[config.mk]
export PLATFORM = sky130hd
export DESIGN_NAME = uart_msg_deframer
export DESIGN_NICKNAME = d
export VERILOG_FILES = /design/src/rtl/uart_msg_deframer.sv
export SDC_FILE = /design/constraint.sdc
export NUM_CORES = 1
export LEC_CHECK = 0
export ABC_AREA = 1
export CORE_UTILIZATION = 35
export CTS_BUF_LIST = sky130_fd_sc_hd__clkbuf_4
export CTS_CLUSTER_SIZE = 20
export DETAILED_ROUTE_END_ITERATION = 10
export HOLD_SLACK_MARGIN = 0.1
export PLACE_DENSITY = 0.62
export SETUP_SLACK_MARGIN = 0.4
export SLEW_MARGIN = 5
export SYNTH_ARGS = -nofsm -noshare
export SYNTH_HDL_FRONTEND = slang
export SYNTH_SLANG_ARGS = --single-unit
[constraint.sdc]
create_clock -name clk -period 2 [get_ports clk]
set_input_delay 0.4 -clock clk [delete_from_list [all_inputs] [get_ports clk]]
set_output_delay 0.4 -clock clk [all_outputs]
set_load 0.01 [all_outputs]
[src/rtl/uart_msg_deframer.sv]
// Assembles SYNC/LEN/payload/CHK frames from a UART byte stream and presents
// verified payloads on a valid/ready port; framing faults pulse an error flag.
module uart_msg_deframer #(
    parameter int          MAX_LEN      = 8,
    parameter logic [7:0]  SYNC_BYTE    = 8'hA5,
    parameter logic [15:0] TIMEOUT_CLKS = 16'd34720
) (
    input  logic                 clk,
    input  logic                 rst,
    input  logic                 byte_valid,
    input  logic [7:0]           byte_data,
    output logic                 msg_valid,
    input  logic                 msg_ready,
    output logic [7:0]           msg_len,
    output logic [8*MAX_LEN-1:0] msg_data,
    output logic                 err_len,
    output logic                 err_chk,
    output logic                 err_timeout,
    output logic                 err_overflow,
    output logic                 busy
);

    localparam logic [7:0] MAX_LEN_B = 8'(MAX_LEN);

    typedef enum logic [1:0] {HUNT, LEN, PAYLOAD, CHECK} state_t;

    state_t                     state, state_next;
    logic [7:0]                 len_q, idx_q, chk_q;
    logic [15:0]                tcnt;
    logic [MAX_LEN-1:0][7:0]    wbuf;
    logic [MAX_LEN-1:0][7:0]    msg_buf;

    logic len_bad, chk_bad, tmo, complete, load, ovf;

    always_comb begin
        state_next = state;
        len_bad    = 1'b0;
        chk_bad    = 1'b0;
        tmo        = 1'b0;
        complete   = 1'b0;
        if (state != HUNT && !byte_valid && tcnt == TIMEOUT_CLKS - 16'd1) begin
            tmo        = 1'b1;
            state_next = HUNT;
        end else if (byte_valid) begin
            case (state)
                HUNT: begin
                    if (byte_data == SYNC_BYTE)
                        state_next = LEN;
                end
                LEN: begin
                    // A rejected LEN byte is consumed; it never restarts a frame.
                    if (byte_data == 8'd0 || byte_data > MAX_LEN_B) begin
                        len_bad    = 1'b1;
                        state_next = HUNT;
                    end else begin
                        state_next = PAYLOAD;
                    end
                end
                PAYLOAD: begin
                    if (idx_q == len_q - 8'd1)
                        state_next = CHECK;
                end
                CHECK: begin
                    state_next = HUNT;
                    if (byte_data == chk_q)
                        complete = 1'b1;
                    else
                        chk_bad = 1'b1;
                end
                default: state_next = HUNT;
            endcase
        end
    end

    // A completion may load on the same cycle the held message is taken.
    assign load = complete && (!msg_valid || msg_ready);
    assign ovf  = complete && msg_valid && !msg_ready;

    always_ff @(posedge clk) begin
        if (rst) begin
            state        <= HUNT;
            len_q        <= '0;
            idx_q        <= '0;
            chk_q        <= '0;
            tcnt         <= '0;
            wbuf         <= '0;
            msg_buf      <= '0;
            msg_valid    <= 1'b0;
            msg_len      <= '0;
            err_len      <= 1'b0;
            err_chk      <= 1'b0;
            err_timeout  <= 1'b0;
            err_overflow <= 1'b0;
        end else begin
            state <= state_next;

            if (byte_valid || state == HUNT)
                tcnt <= '0;
            else if (tcnt != 16'hFFFF)
                tcnt <= tcnt + 16'd1;

            if (byte_valid && !tmo) begin
                case (state)
                    LEN: begin
                        if (!len_bad) begin
                            len_q <= byte_data;
                            chk_q <= byte_data;
                            idx_q <= '0;
                            wbuf  <= '0;
                        end
                    end
                    PAYLOAD: begin
                        for (int i = 0; i < MAX_LEN; i++)
                            if (idx_q == 8'(i))
                                wbuf[i] <= byte_data;
                        chk_q <= chk_q ^ byte_data;
                        idx_q <= idx_q + 8'd1;
                    end
                    default: ;
                endcase
            end

            if (load) begin
                msg_valid <= 1'b1;
                msg_len   <= len_q;
                msg_buf   <= wbuf;
            end else if (msg_valid && msg_ready) begin
                msg_valid <= 1'b0;
            end

            err_len      <= len_bad;
            err_chk      <= chk_bad;
            err_timeout  <= tmo;
            err_overflow <= ovf;
        end
    end

    assign msg_data = msg_buf;
    assign busy     = (state != HUNT);

endmodule

Word level (Yosys, flattened, before mapping)
Index checks and enable logic that the tools add are counted.
- flip-flop bits (word level): 183
- output and inout bits: 78
- word-level logic and storage cells: 125
- order comparisons: 1
- bitwise gates (word level): 4
- reductions and logical operators: 34
- add/sub/neg operators: 3
- multiplexer cells: 30
- eq/ne operators: 26
- operators with widths (operator ; count):
    64-bit one-hot mux with 2 select lines ; 1
    8-bit 2-to-1 mux ; 10
    64-bit 2-to-1 mux ; 1
    8-bit by 3-bit equality test with 1-bit output (second input constant) ; 4
    8-bit one-hot mux with 2 select lines ; 2
    4-bit AND reduction ; 8
    2-bit != test (second input constant) ; 11
    16-bit by 1-bit adder with 16-bit output (second input constant) ; 1
    16-bit equality test (second input constant) ; 1
    8-bit by 2-bit equality test with 1-bit output (second input constant) ; 2
    8-bit equality test ; 2
    8-bit logical NOT ; 2
    16-bit != test (second input constant) ; 1
    1-bit 2-to-1 mux ; 12
    3-bit AND reduction ; 3
    8-bit by 1-bit adder with 8-bit output (second input constant) ; 1
    8-bit by 1-bit equality test with 1-bit output (second input constant) ; 1
    8-bit equality test (second input constant) ; 1
    8-bit by 4-bit greater-than comparator with 1-bit output (second input constant) ; 1
    2-bit one-hot mux with 4 select lines ; 1
    8-bit by 1-bit subtractor with 8-bit output (second input constant) ; 1
    8-bit bitwise XOR ; 1
    1-bit logical AND ; 7
    2-bit 2-to-1 mux ; 3
    other kinds (9) ; 20

Longest topological paths before layout
- depth in word-level cells: 8
- mapped depth: 15
- gate-level depth less buffers: 15

Least setup slack after synthesis
OpenSTA, ideal clock, no wires.
- kind: flip-flop to flip-flop
- start point: register tcnt[0]
- end point: register tcnt[6]
- path buffers: 0
- setup time: 123 ps
- required time: 1877 ps
- data arrival time: 1560 ps
- cell stages (with the launch flop): 11
- slack: 318 ps
- clock period less this slack: 1682 ps
- path through: dfxtp_1 -> ha_1 -> nand2_1 -> nor3_1 -> nand2_1 -> nor3_1 -> nand2_1 -> inv_1 -> nor2_1 -> xnor2_1 -> nor2_1
- word-level cells in the longest chain between the ends: 1
- RTL lines (what ; line ; text):
    start, declared ; 29 ; logic [15:0] tcnt;
    start signal, assigned ; 100 ; tcnt <= tcnt + 16'd1;
    16-bit by 1-bit adder with 16-bit output / 16-bit != test (equally long branches) ; 100, 99 ;
Parallel ways exist; a longest one is shown, timed or not.
A chain may end at the register's enable or synchronous reset.

Worst setup path in the final report
- start point: register chk_q[2]
- end point: register msg_buf (netlist bit msg_data[21])
- word-level cells in the longest chain between the ends: 6
- RTL lines (what ; line ; text):
    start, declared ; 28 ; logic [7:0] len_q, idx_q, chk_q;
    start signal, assigned ; 107 ; chk_q <= byte_data;
    start signal, assigned ; 116 ; chk_q <= chk_q ^ byte_data;
    8-bit equality test ; 65 ; if (byte_data == chk_q)
    1-bit 2-to-1 mux ; 65 ;
    1-bit 2-to-1 mux ; 45 ; case (state)
    1-bit 2-to-1 mux ; 44 ; end else if (byte_valid) begin
    1-bit 2-to-1 mux ; 41 ; if (state != HUNT && !byte_valid && tcnt == TIMEOUT_CLKS - 16'd1) begin
    1-bit logical AND ; 76 ; assign load = complete && (!msg_valid || msg_ready);
    end signal, assigned ; 126 ; msg_buf <= wbuf;
    end, declared ; 31 ; logic [MAX_LEN-1:0][7:0] msg_buf;
Every way passes these cells.

==> flow_summary.json <==
{
  "status": "finished, final reports clean",
  "final_cell_mix": "nand2_1 (135), o21ai_0 (105), nor2_1 (104), a21oi_1 (104), dfxtp_1 (99)",
  "rsz0062_at_grt": "true",
  "dieArea_um2": 21630,
  "syn-cell-area_um2": 7367,
  "drt_iter0_markers": 396,
  "finalClockSkew_ps": 20.04,
  "hold_viol_final": 0,
  "synthTopCellsByArea": "dfxtp_1 (50%), nand2_1 (8.7%), a21oi_1 (7.8%)",
  "p_sw_mw": 1.387,
  "clkTransAtPathRegs_ps": 150,
  "power_frac_seq_pct": 60.8,
  "ys_ff_latch": 183,
  "initial_core_util_pct": 36.06,
  "setup-violations-final": 0,
  "synth_top_area_share_pct": 49.73,
  "start_kind": "register",
  "power_density_nw_per_um2": 596.0,
  "wl_met1_mm": 10.16,
  "cp.arrival_ps": 2310,
  "finish.utilization_pct": 49.13,
  "synth.distinct_cells": 32,
  "clk-insertion-delay-late_ps": 590,
  "cp.required_ps": 2520,
  "rows": 52,
  "hp-class": "in -> reg",
  "avgSynthCellArea_um2": 7.525,
  "leakagePower_nw": 4.315,
  "p_int_mw": 4.596,
  "cts_hold_buf": 0,
  "tightest_slew_ps": 346.3,
  "cts_tree": "built",
  "routed_wl_mm": 21.48,
  "nFillCells": 2014,
  "switching_share_pct": 23.18,
  "yosysSeqAreaShare_pct": 49.73,
  "vias": 6981,
  "met2_length_mm": 9.733,
  "clock-sinks": 183,
  "synth_cells": 979,
  "area_delta_synth_final_pct": 36.24,
  "ant_nets": 0,
  "fp.dieH_um": 147.1,
  "dpl.hpwl_mm": 13.33,
  "io_buffers": 89,
  "drive_gt1_share_pct": 36.77,
  "wl_met3_mm": 1.089,
  "die_w_um": 147.1,
  "first_pass_iters": 7,
  "grt_remaining_overflow": 0,
  "crit_type": "reg -> reg",
  "place.gp.congestion": 0.8766,
  "fp.coreArea_um2": 20430,
  "end_kind": "register",
  "synth_top_area_cell": "dfxtp_1",
  "grt_pass1_wl_mm": 32.39,
  "htree_levels": 4,
  "drc_errors": 0,
  "wl_per_cell_um": 15.08,
  "finalSetupTns_ps": 0,
  "yosys_warnings": 0,
  "cts_buffers": 17,
  "path_max_fanout": 9,
  "grt_max_degree": 89,
  "slew_viol_final": 0,
  "final_common_cell": "nand2_1",
  "antenna_found_initial": 1,
  "period_needed_ps": 1791,
  "grt_use_total_pct": 19.06,
  "grt_pass1_vias": 6274,
  "clockBufferDepth": 2,
  "ir_worst_vdd_uv": 351.9,
  "timing.max_slew.rel_slack_pct": 76.82,
  "drv_cap": 0,
  "combPwrFrac_pct": 2.9,
  "vias_per_cell": 4.902,
  "fmax_ghz": 0.5583,
  "dr.max_layer_used": "met4",
  "synth_nets": 997,
  "pwr-share-clk_pct": 36.3,
  "fin_crit_sh_pct": 89.55,
  "fin_nets": 1160,
  "root_buffer": "clkbuf_4",
  "ios": 90
}
## cell type report
class / instances / area [um2] / share of cell area, %
antenna: 1 / 2.502 / 0.02493
clock buffer: 19 / 142.6 / 1.421
clock inverter: 11 / 150.1 / 1.496
inverter: 104 / 419.2 / 4.176
multi-input combinational: 654 / 3732 / 37.19
sequential: 183 / 3781 / 37.67
tap: 270 / 337.8 / 3.366
timing repair buffer: 182 / 1471 / 14.66
## worst max-delay path: stages (launching register included)
cell	delay, ps
dfxtp_2	350
xor2_1	160
nor2_2	160
nand2_1	80
nor2_2	150
nand2_2	90
nor2_4	160
buf_12	170
buf_4	120
buf_4	100
o21ai_0	80
nor2_1	100
## synth_stat cells, drive strengths merged
| cell type | instances |
|---|---|
| buf | 23 |
| o21ai | 112 |
| o31ai | 1 |
| or2 | 2 |
| nand3 | 30 |
| o21a | 8 |
| nor3 | 13 |
| inv | 100 |
| nor3b | 1 |
| a21oi | 115 |
| a31oi | 2 |
| nor2 | 140 |
| nor4 | 4 |
| xor2 | 11 |
| clkbuf | 18 |
| nand2 | 172 |
| dfxtp | 183 |
| clkinv | 4 |
| xnor2 | 7 |
| nand4 | 9 |
| a211oi | 16 |
| nand3b | 2 |
| ha | 6 |
## power by group through the flow
stage | clock [mW] | combinational [mW] | sequential [mW]
detailed placement | 0 | 0.159 | 3.73
finish | 2.17 | 0.173 | 3.64
global route | 2.38 | 0.188 | 3.64
floorplan | 0 | 0.0735 | 3.73
CTS | 2.22 | 0.163 | 3.64
global placement | 0 | 0.159 | 3.73
## metal layers
layer / track usage [%] / vias up
li1: - / 3538
met1: 26.56 / 3220
met5: 0 / -
met2: 29.41 / 187
met3: 3.665 / 36
met4: 6.392 / 0
## sequential cells by signal, indices dropped and copies added (netlist names), named ones only
signal        count
chk_q             8
err_chk           1
err_len           1
err_overflow      1
err_timeout       1
idx_q             8
len_q             8
msg_data         64
msg_len           8
msg_valid         1
state             1
tcnt             16
wbuf             64
## through the flow
step | total power [mW] | setup WS (ps) | instances | instance area [um2] | hold slack [ps]
floorplan | 3.800 | 409.9 | 979 | 7375 | 429.7
global placement | 3.885 | -345.1 | 1359 | 8947 | 439.6
detailed placement | 3.886 | -406.9 | 1359 | 8947 | 442.9
CTS | 6.029 | 204.2 | 1403 | 9520 | 237.1
global route | 6.205 | 87.37 | 1424 | 10040 | 275.6
finish | 5.982 | 209.0 | 1424 | 10040 | 264.0
## worst paths after layout
check	slack, ps	cells after the start	to	startpoint
hold / removal	260	4	msg_data[27]	rst
setup / recovery	210	11	msg_data[21]	chk_q[2]
setup reg to reg	210	11	msg_data[21]	chk_q[2]
hold reg to reg	450	2	msg_data[5]	wbuf[5]
## logic make-up after synthesis
group	Yosys count	synth area share [%]
xor gates and xnor gates	18	2.140
adders and majority gates	6	1.019
DFF	183	49.73
AOI/OAI and AO/OA	254	18.24
and+or+nand+nor	373	20.91
buffers and inverters	145	7.965
## what timing repair did
| action | 4_1_cts | 5_1_grt |
|---|---|---|
| setup endpoints to repair | 240 | 237 |
| buffers inserted | 12 | 16 |
| pin swaps | 13 | 30 |
| gates cloned | 2 | 4 |
| gates resized for setup | 302 | 268 |
(Power assumes the default switching activity.)
